### config.mk
export PLATFORM = sky130hd
export DESIGN_NAME = thread_scheduler_4way
export DESIGN_NICKNAME = d
export VERILOG_FILES = /design/src/rtl/thread_scheduler_4way.sv
export SDC_FILE = /design/constraint.sdc
export NUM_CORES = 1
export LEC_CHECK = 0
export CORE_MARGIN = 2
export CORE_UTILIZATION = 40
export CTS_CLUSTER_SIZE = 14
export DETAILED_ROUTE_END_ITERATION = 10
export MAX_ROUTING_LAYER = met4
export PLACE_DENSITY = 0.7
export SETUP_SLACK_MARGIN = 0.3
export SLEW_MARGIN = 10
export SYNTH_ARGS = -nofsm -noshare
export SYNTH_HDL_FRONTEND = slang
export SYNTH_SLANG_ARGS = --single-unit
### constraint.sdc
create_clock -name clk -period 2.6 [get_ports clk]
set_input_delay 0.52 -clock clk [delete_from_list [all_inputs] [get_ports clk]]
set_output_delay 0.52 -clock clk [all_outputs]
set_load 0.005 [all_outputs]
### src/rtl/thread_scheduler_4way.sv
// Round-robin issue scheduler for a 4-thread fine-grained multithreaded core.
// Skips inactive, stalled, halting or cooling threads; outputs are registered.
module thread_scheduler_4way #(
  parameter int MIN_GAP = 4,
  parameter int CNT_W   = 3
) (
  input  logic       clk,
  input  logic       rst,
  input  logic       en,
  input  logic [3:0] thread_start,
  input  logic [3:0] thread_halt,
  input  logic [3:0] thread_stall,
  output logic       issue_valid,
  output logic [1:0] tid,
  output logic [3:0] active,
  output logic       all_idle
);

  logic [CNT_W-1:0] cool [4];
  logic [1:0]       last;
  logic [3:0]       elig;
  logic [1:0]       sel;
  logic [1:0]       cand;
  logic             found;
  logic             do_issue;

  always_comb begin
    for (int i = 0; i < 4; i++) begin
      elig[i] = active[i] & ~thread_stall[i] & ~thread_halt[i] & (cool[i] == '0);
    end
  end

  // Search starts one past the last issued thread and wraps around.
  always_comb begin
    sel   = '0;
    cand  = '0;
    found = 1'b0;
    for (int k = 1; k <= 4; k++) begin
      cand = last + 2'(k);
      if (!found && elig[cand]) begin
        sel   = cand;
        found = 1'b1;
      end
    end
  end

  assign do_issue = en & found;
  assign all_idle = ~|active;

  always_ff @(posedge clk) begin
    if (!rst) begin
      active      <= '0;
      last        <= 2'd3;
      issue_valid <= 1'b0;
      tid         <= '0;
      for (int i = 0; i < 4; i++) cool[i] <= '0;
    end else begin
      issue_valid <= do_issue;
      if (do_issue) begin
        tid  <= sel;
        last <= sel;
      end
      // Start/halt clear the gap window; halt wins over a simultaneous start.
      for (int i = 0; i < 4; i++) begin
        if (thread_halt[i]) begin
          active[i] <= 1'b0;
          cool[i]   <= '0;
        end else if (thread_start[i]) begin
          active[i] <= 1'b1;
          cool[i]   <= '0;
        end else if (do_issue && sel == 2'(i)) begin
          cool[i] <= CNT_W'(MIN_GAP - 1);
        end else if (cool[i] != '0) begin
          cool[i] <= cool[i] - CNT_W'(1);
        end
      end
    end
  end

endmodule

==> impl_metrics.py, run 1 <==
metrics = {
    "setup_path": {
        "cp_cell_sequence": "inv_1 > ha_1 > nor2b_4 > and3_4 > o311ai_2 > or3_4 > o211ai_1 > buf_4",
        "cp.arrival_ps": 2320,
        "timing_worst_setup_path_type": "flop to flop",
        "slowest_delay_ps": 440,
        "crit_buf_inv": 2,
        "cp-end-kind": "flop",
        "cp.required_ps": 2650,
        "crit_slowest_cell": "or3_4",
        "cp_max_fo": 4,
        "critPathLaunchType": "flop",
        "path_delay_family": "simple AND/OR/NAND/NOR gates",
    },
    "grt": {
        "grt_util_met2_pct": 33.85,
        "grt_pass1_wl_mm": 4.926,
        "use_met1_pct": 19.73,
        "grt_max_degree": 14,
        "busiest_layer": "met2",
        "grt_pass1_vias": 1146,
        "grtUsageMet3_pct": 2.597,
        "grt-ovfl-total": 0,
        "track_usage_pct": 18.98,
        "antenna_found_initial": 0,
    },
    "floorplan": {
        "start_util_pct": 41.82,
        "die_h_um": 60.27,
        "fp-row-count": 20,
        "die_area_um2": 3632,
        "core-area_um2": 3028,
        "ios": 23,
        "die_w_um": 60.27,
    },
    "finish": {
        "drive_above_1_share_pct": 36.67,
        "final_core_util_pct": 65.66,
        "layout_commonest_cell": "buf_4",
        "fin_area_um2": 1988,
        "diodes": 0,
        "final-seq-area_um2": 540.5,
        "mostFrequentLayoutCells": "buf_4 (27), clkdlybuf4s50_1 (22), nor2_1 (18)",
        "multi_input_area_um2": 879.6,
        "nFillCells": 235,
        "nets": 204,
        "syn2layout_area_growth_pct": 57.02,
        "final_cells": 224,
    },
    "placed_design": {
        "portBuffers": 22,
        "dp_hpwl_mm": 2.247,
        "placed_area_um2": 1643,
        "dp.cells": 207,
        "gp_congestion": 0.8029,
    },
    "clock_network": {
        "cts_max_level": 1,
        "hold_buffers": 0,
        "insertion_delay_ps": 310,
        "clockRootBuffer": "clkbuf_4",
        "cts.sinks": 21,
        "cts_tree": "done",
        "clockBufferDepth": 2,
        "cts_buffers": 3,
        "path_clk_slew_ps": 120,
    },
    "route": {
        "ant_nets": 0,
        "dr.pass1.iters": 4,
        "num_vias": 1193,
        "wl_per_cell_um": 15.22,
        "drt_iter0_drc": 30,
        "drt-total-wl_mm": 3.409,
        "drc_errors": 0,
        "vias_per_cell": 5.326,
    },
    "sta": {
        "hold_ws_ps": 478.7,
        "min_period_ps": 2277,
        "max_freq_ghz": 0.4393,
        "worstMarginPinSlew_ps": 553.8,
        "finalMaxSlewViolations": 0,
        "finClkSkew_ps": 1.306,
        "relSlewSlack_pct": 62.88,
        "final_hold_viol_count": 0,
        "rsz0062_at_grt": "true",
        "fin_crit_sh_pct": 87.56,
        "setup_viol": 0,
        "fin_setup_tns_ps": 0,
    },
    "yosys": {
        "yosysSeqAreaShare_pct": 42.69,
        "syn_inst": 128,
        "synth_compound_area_share_pct": 15.02,
        "syn_area_um2": 1266,
        "synth_edf_count": 12,
        "synthXorXnorAreaFrac_pct": 2.075,
        "synthSimpleGateAreaFrac_pct": 26.78,
        "synth_mux_area_share_pct": 0.7905,
        "ys_seq_elements": 21,
        "synth_ff_type": "edfxtp_1",
        "synth_cell_types": 39,
        "synth-adder-area-share_pct": 7.905,
        "synth_area_per_cell_um2": 9.892,
        "synth_fp_nets": 151,
        "synthArstFlopShare_pct": 0,
        "yosys_warnings": 0,
        "synth_top_family_by_area": "simple AND/OR/NAND/NOR gates",
    },
    "power": {
        "cellLeakagePower_uw": 0.0007461,
        "p_seq_share_pct": 50.0,
        "combinationalPowerShare_pct": 29.1,
        "pwr-share-clk_pct": 20.9,
        "power_density_nw_per_um2": 393.8,
        "p_switching_uw": 224.4,
        "power.internal_uw": 558.6,
        "ir_worst_vdd_uv": 240.4,
        "swShare_pct": 28.65,
    },
    "run": {
        "timing.max_cap.violations": 0,
    },
    "worst_hold_path": {
        "min_path_type": "flop to flop",
    },
    "outcome": {
        "outcome": "finished clean",
    },
}
-- stage by stage --
| stage | power (uW) | worst slack (ps) |
|---|---|---|
| 3_3_place_gp | 553.5 | -26.17 |
| 5_1_grt | 816.3 | 213.4 |
| 2_1_floorplan | 483.8 | 327.0 |
| 4_1_cts | 739.7 | 308.7 |
| 3_5_place_dp | 560.2 | -143.7 |
| 6_report | 783.0 | 323.4 |
-- registers in the layout, summed over array words and instances (netlist names) --
name         count
cool            12
active           4
last             2
tid              2
issue_valid      1
-- routing by layer --
layer | vias up | wire length [um] | share of wire [%]
met4 | 0 | 142 | 4.2
met5 | - | 0 | 0
met3 | 12 | 141 | 4.1
met1 | 565 | 1293 | 38
li1 | 583 | - | -
met2 | 33 | 1832 | 54
-- worst register-to-register path, cell delays in order (launching register included) --
cell,delay (ps)
edfxtp_1,430
inv_1,110
ha_1,150
nor2b_4,160
and3_4,230
o311ai_2,150
or3_4,440
o211ai_1,180
buf_4,160
-- synthesized netlist by cell type (all sizes together) (2+ instances only) --
master	number	share of area, %
xnor2	3	2.1
ha	8	7.9
inv	11	3.3
nor4	2	0.99
nand3	3	1.2
dfxtp	9	14
o32ai	6	4.2
and3	2	0.99
nor3b	5	3.4
nand2b	4	2.6
o21ai	5	2.0
nor2b	4	2.2
edfxtp	12	28
and2	2	0.99
nor2	18	5.3
o211ai	2	1.2
clkbuf	2	0.59
or3	6	3.0
nor3	4	1.6
nand2	4	1.2
o31ai	2	1.2
-- power groups by stage --
stage | sequential (uW) | combinational, uW | clock [uW]
final | 392 | 228 | 163
after global routing | 394 | 247 | 175
after CTS | 389 | 186 | 165
after detailed placement | 395 | 165 | 0
after global placement | 394 | 159 | 0
after floorplan | 391 | 92.8 | 0
-- final timing paths --
path	slack (ps)	startpoint	cells past startpoint	end
setup / recovery	320	cool[0][0]	8	cool[0][2]
hold reg to reg	480	tid[1]	2	tid[1]
setup reg to reg	320	cool[0][0]	8	cool[0][2]
hold / removal	480	tid[1]	2	tid[1]
-- cells by family (layout without fill, tap and decap cells) --
logic type / after synthesis / count (layout)
xor gates and xnor gates: 3 / 3
buffers and inverters: 14 / 66
DFF: 21 / 21
AOI/OAI and AO/OA: 24 / 24
adders and majority gates: 8 / 8
muxes: 1 / 1
and+or+nand+nor: 57 / 57
-- final cells by class --
type / count / share of cell area, %
Clock buffer: 4 / 1.322
Inverter: 11 / 2.077
Multi-Input combinational cell: 93 / 44.24
Sequential cell: 21 / 27.19
Tap cell: 44 / 2.769
Timing Repair Buffer: 51 / 22.40
-- timing repair --
item,in CTS,in global routing
gates resized for setup,18,24
pin swaps,3,11
endpoints found under the setup margin,20,20
setup buffers,4,9
Note: power is estimated with default switching activity, not from simulation.
==> run 2, diff against run 1 <==
--- a/config.mk
+++ b/config.mk
@@ -5,10 +5,11 @@
 export SDC_FILE = /design/constraint.sdc
 export NUM_CORES = 1
 export LEC_CHECK = 0
-export CORE_MARGIN = 2
+export CORE_MARGIN = 8
 export CORE_UTILIZATION = 40
 export CTS_CLUSTER_SIZE = 14
 export DETAILED_ROUTE_END_ITERATION = 10
+export GPL_TIMING_DRIVEN = 0
 export MAX_ROUTING_LAYER = met4
 export PLACE_DENSITY = 0.7
 export SETUP_SLACK_MARGIN = 0.3
==> run 2 against run 1 <==
  * Highest routed layer unchanged
  * Count of clock-buffer cells in the layout did not move
  * Non-clock buffer count fell by 8
  * Clock skew rose by 1.5 ps
  * Sequential power barely moved
  * Largest cell class unchanged
==> impl_metrics.py, run 2 (synthesis gave the netlist of run 1 again) <==
metrics = {
    "setup_path": {
        "cp.arrival_ps": 2490,
        "cp.required_ps": 2730,
        "cp_max_fo": 4,
        "cp-end-kind": "flop",
        "critPathLaunchType": "input pin",
        "timing_worst_setup_path_type": "input pin to flop",
        "timing.rr.start": "cool[0][0]",
        "critPathLaunch": "thread_halt[3]",
    },
    "worst_hold_path": {
        "min_path_type": "input pin to flop",
        "min_from": "thread_halt[1]",
    },
    "sta": {
        "finalMaxSlewViolations": 0,
        "max_freq_ghz": 0.4241,
        "fin_crit_sh_pct": 90.70,
        "finClkSkew_ps": 2.782,
        "worstMarginPinSlew_ps": 558.5,
        "min_period_ps": 2358,
        "relSlewSlack_pct": 62.56,
        "setup_viol": 0,
        "rsz0062_at_grt": "true",
        "fin_setup_tns_ps": 0,
        "final_hold_viol_count": 0,
        "setup_ws_ps": 241.9,
    },
    "placed_design": {
        "portBuffers": 22,
        "dp_hpwl_mm": 2.258,
        "placed_area_um2": 1541,
        "gp_congestion": 0.8139,
        "preCtsSetupSlack_ps": -303.5,
    },
    "grt": {
        "antenna_found_initial": 0,
        "track_usage_pct": 12.73,
        "grt-ovfl-total": 0,
        "grt_pass1_wl_mm": 5.085,
        "grt_pass1_vias": 1150,
        "grt_max_degree": 12,
    },
    "route": {
        "num_vias": 1163,
        "drc_errors": 0,
        "wl_per_cell_um": 15.62,
        "drt_iter0_drc": 68,
        "drt-total-wl_mm": 3.373,
        "vias_per_cell": 5.384,
        "ant_nets": 0,
        "dr.pass1.iters": 4,
    },
    "power": {
        "power_density_nw_per_um2": 401.3,
        "cellLeakagePower_uw": 0.0007304,
        "total_power_uw": 771.3,
        "ir_worst_vdd_uv": 246.5,
    },
    "finish": {
        "largest_register_ffs": 12,
        "layout_commonest_cell": "clkdlybuf4s50_1",
        "fin_area_um2": 1922,
        "nets": 196,
        "largestRegisters": "cool (12), active (4)",
        "syn2layout_area_growth_pct": 51.78,
        "diodes": 0,
        "mostFrequentLayoutCells": "clkdlybuf4s50_1 (19), nor2_1 (18), buf_4 (17)",
        "top_register": "cool",
        "drive_above_1_share_pct": 32.56,
    },
    "floorplan": {
        "fp-row-count": 20,
        "core-area_um2": 3028,
        "die_h_um": 72.27,
        "die_w_um": 72.27,
        "start_util_pct": 41.82,
        "ios": 23,
        "die_area_um2": 5222,
    },
    "clock_network": {
        "cts_tree": "done",
        "hold_buffers": 0,
        "cts_max_level": 1,
        "insertion_delay_ps": 310,
        "cts_buffers": 3,
        "cts.sinks": 21,
        "clockRootBuffer": "clkbuf_4",
        "path_clk_slew_ps": 120,
        "clockBufferDepth": 2,
    },
    "outcome": {
        "outcome": "finished clean",
    },
    "run": {
        "timing.max_cap.violations": 0,
    },
}
[run 2: cell types whose count changed in the layout (fill, tap and decap cells not counted), sizes merged]
cell / previous run / this run
buf: 29 / 19
clkbuf: 4 / 6
clkdlybuf4s50: 22 / 19
dlygate4sd2: 0 / 1
dlymetal6s2s: 0 / 2
[run 2: critical path, cell delays in order]
cell             delay (ps)
clkdlybuf4s50_1         540
nand4bb_4               190
or3_4                   140
o311ai_4                110
or3_1                   410
clkbuf_8                160
buf_4                   150
o32ai_2                 270
[run 2: what timing repair did]
item                                    4_1_cts  5_1_grt
endpoints found under the setup margin       18       21
pin swaps                                     9        9
resized for setup                            27       21
buffers inserted                             11        7
[run 2: worst paths after layout]
| kind | slack (ps) | endpoint | cells after the start |
|---|---|---|---|
| setup / recovery | 240 | cool[2][0] | 8 |
| hold / removal | 500 | active[1] | 2 |
| setup reg to reg | 290 | cool[2][0] | 9 |
| hold reg to reg | 500 | tid[1] | 2 |
[run 2: per-layer routing]
metal	track usage [%]	routed length, um	up-vias
met5	-	0	-
met4	5.215	74	0
met3	2.342	98	8
met2	23.07	1792	25
met1	13.17	1408	568
li1	-	-	562
[run 2: metrics by stage]
stage | instances | util [%] | hold slack [ps]
2_1_floorplan | 128 | - | 460.0
3_3_place_gp | 194 | 50.91 | 458.6
3_5_place_dp | 194 | 50.91 | 466.1
4_1_cts | 209 | 58.14 | 483.0
5_1_grt | 216 | 63.47 | 519.6
6_report | 216 | 63.47 | 496.0
[run 2: report_power, final]
group          leakage [uW]  total [uW]  switching, uW  internal, uW
Sequential         0.000215         391           18.1           373
Combinational      0.000500         219           97.7           121
Clock             0.0000150         162            102          59.9
Total              0.000730         771            218           554
[run 2: area by class of cell]
type                            instances  area, um^2
Fill cell                             246        1106
Multi-Input combinational cell         93       867.1
Sequential cell                        21       540.5
Timing Repair Buffer                   40       362.8
Tap cell                               44       55.05
Inverter                               11       41.29
Buffer                                  3       28.78
Clock buffer                            4       26.28
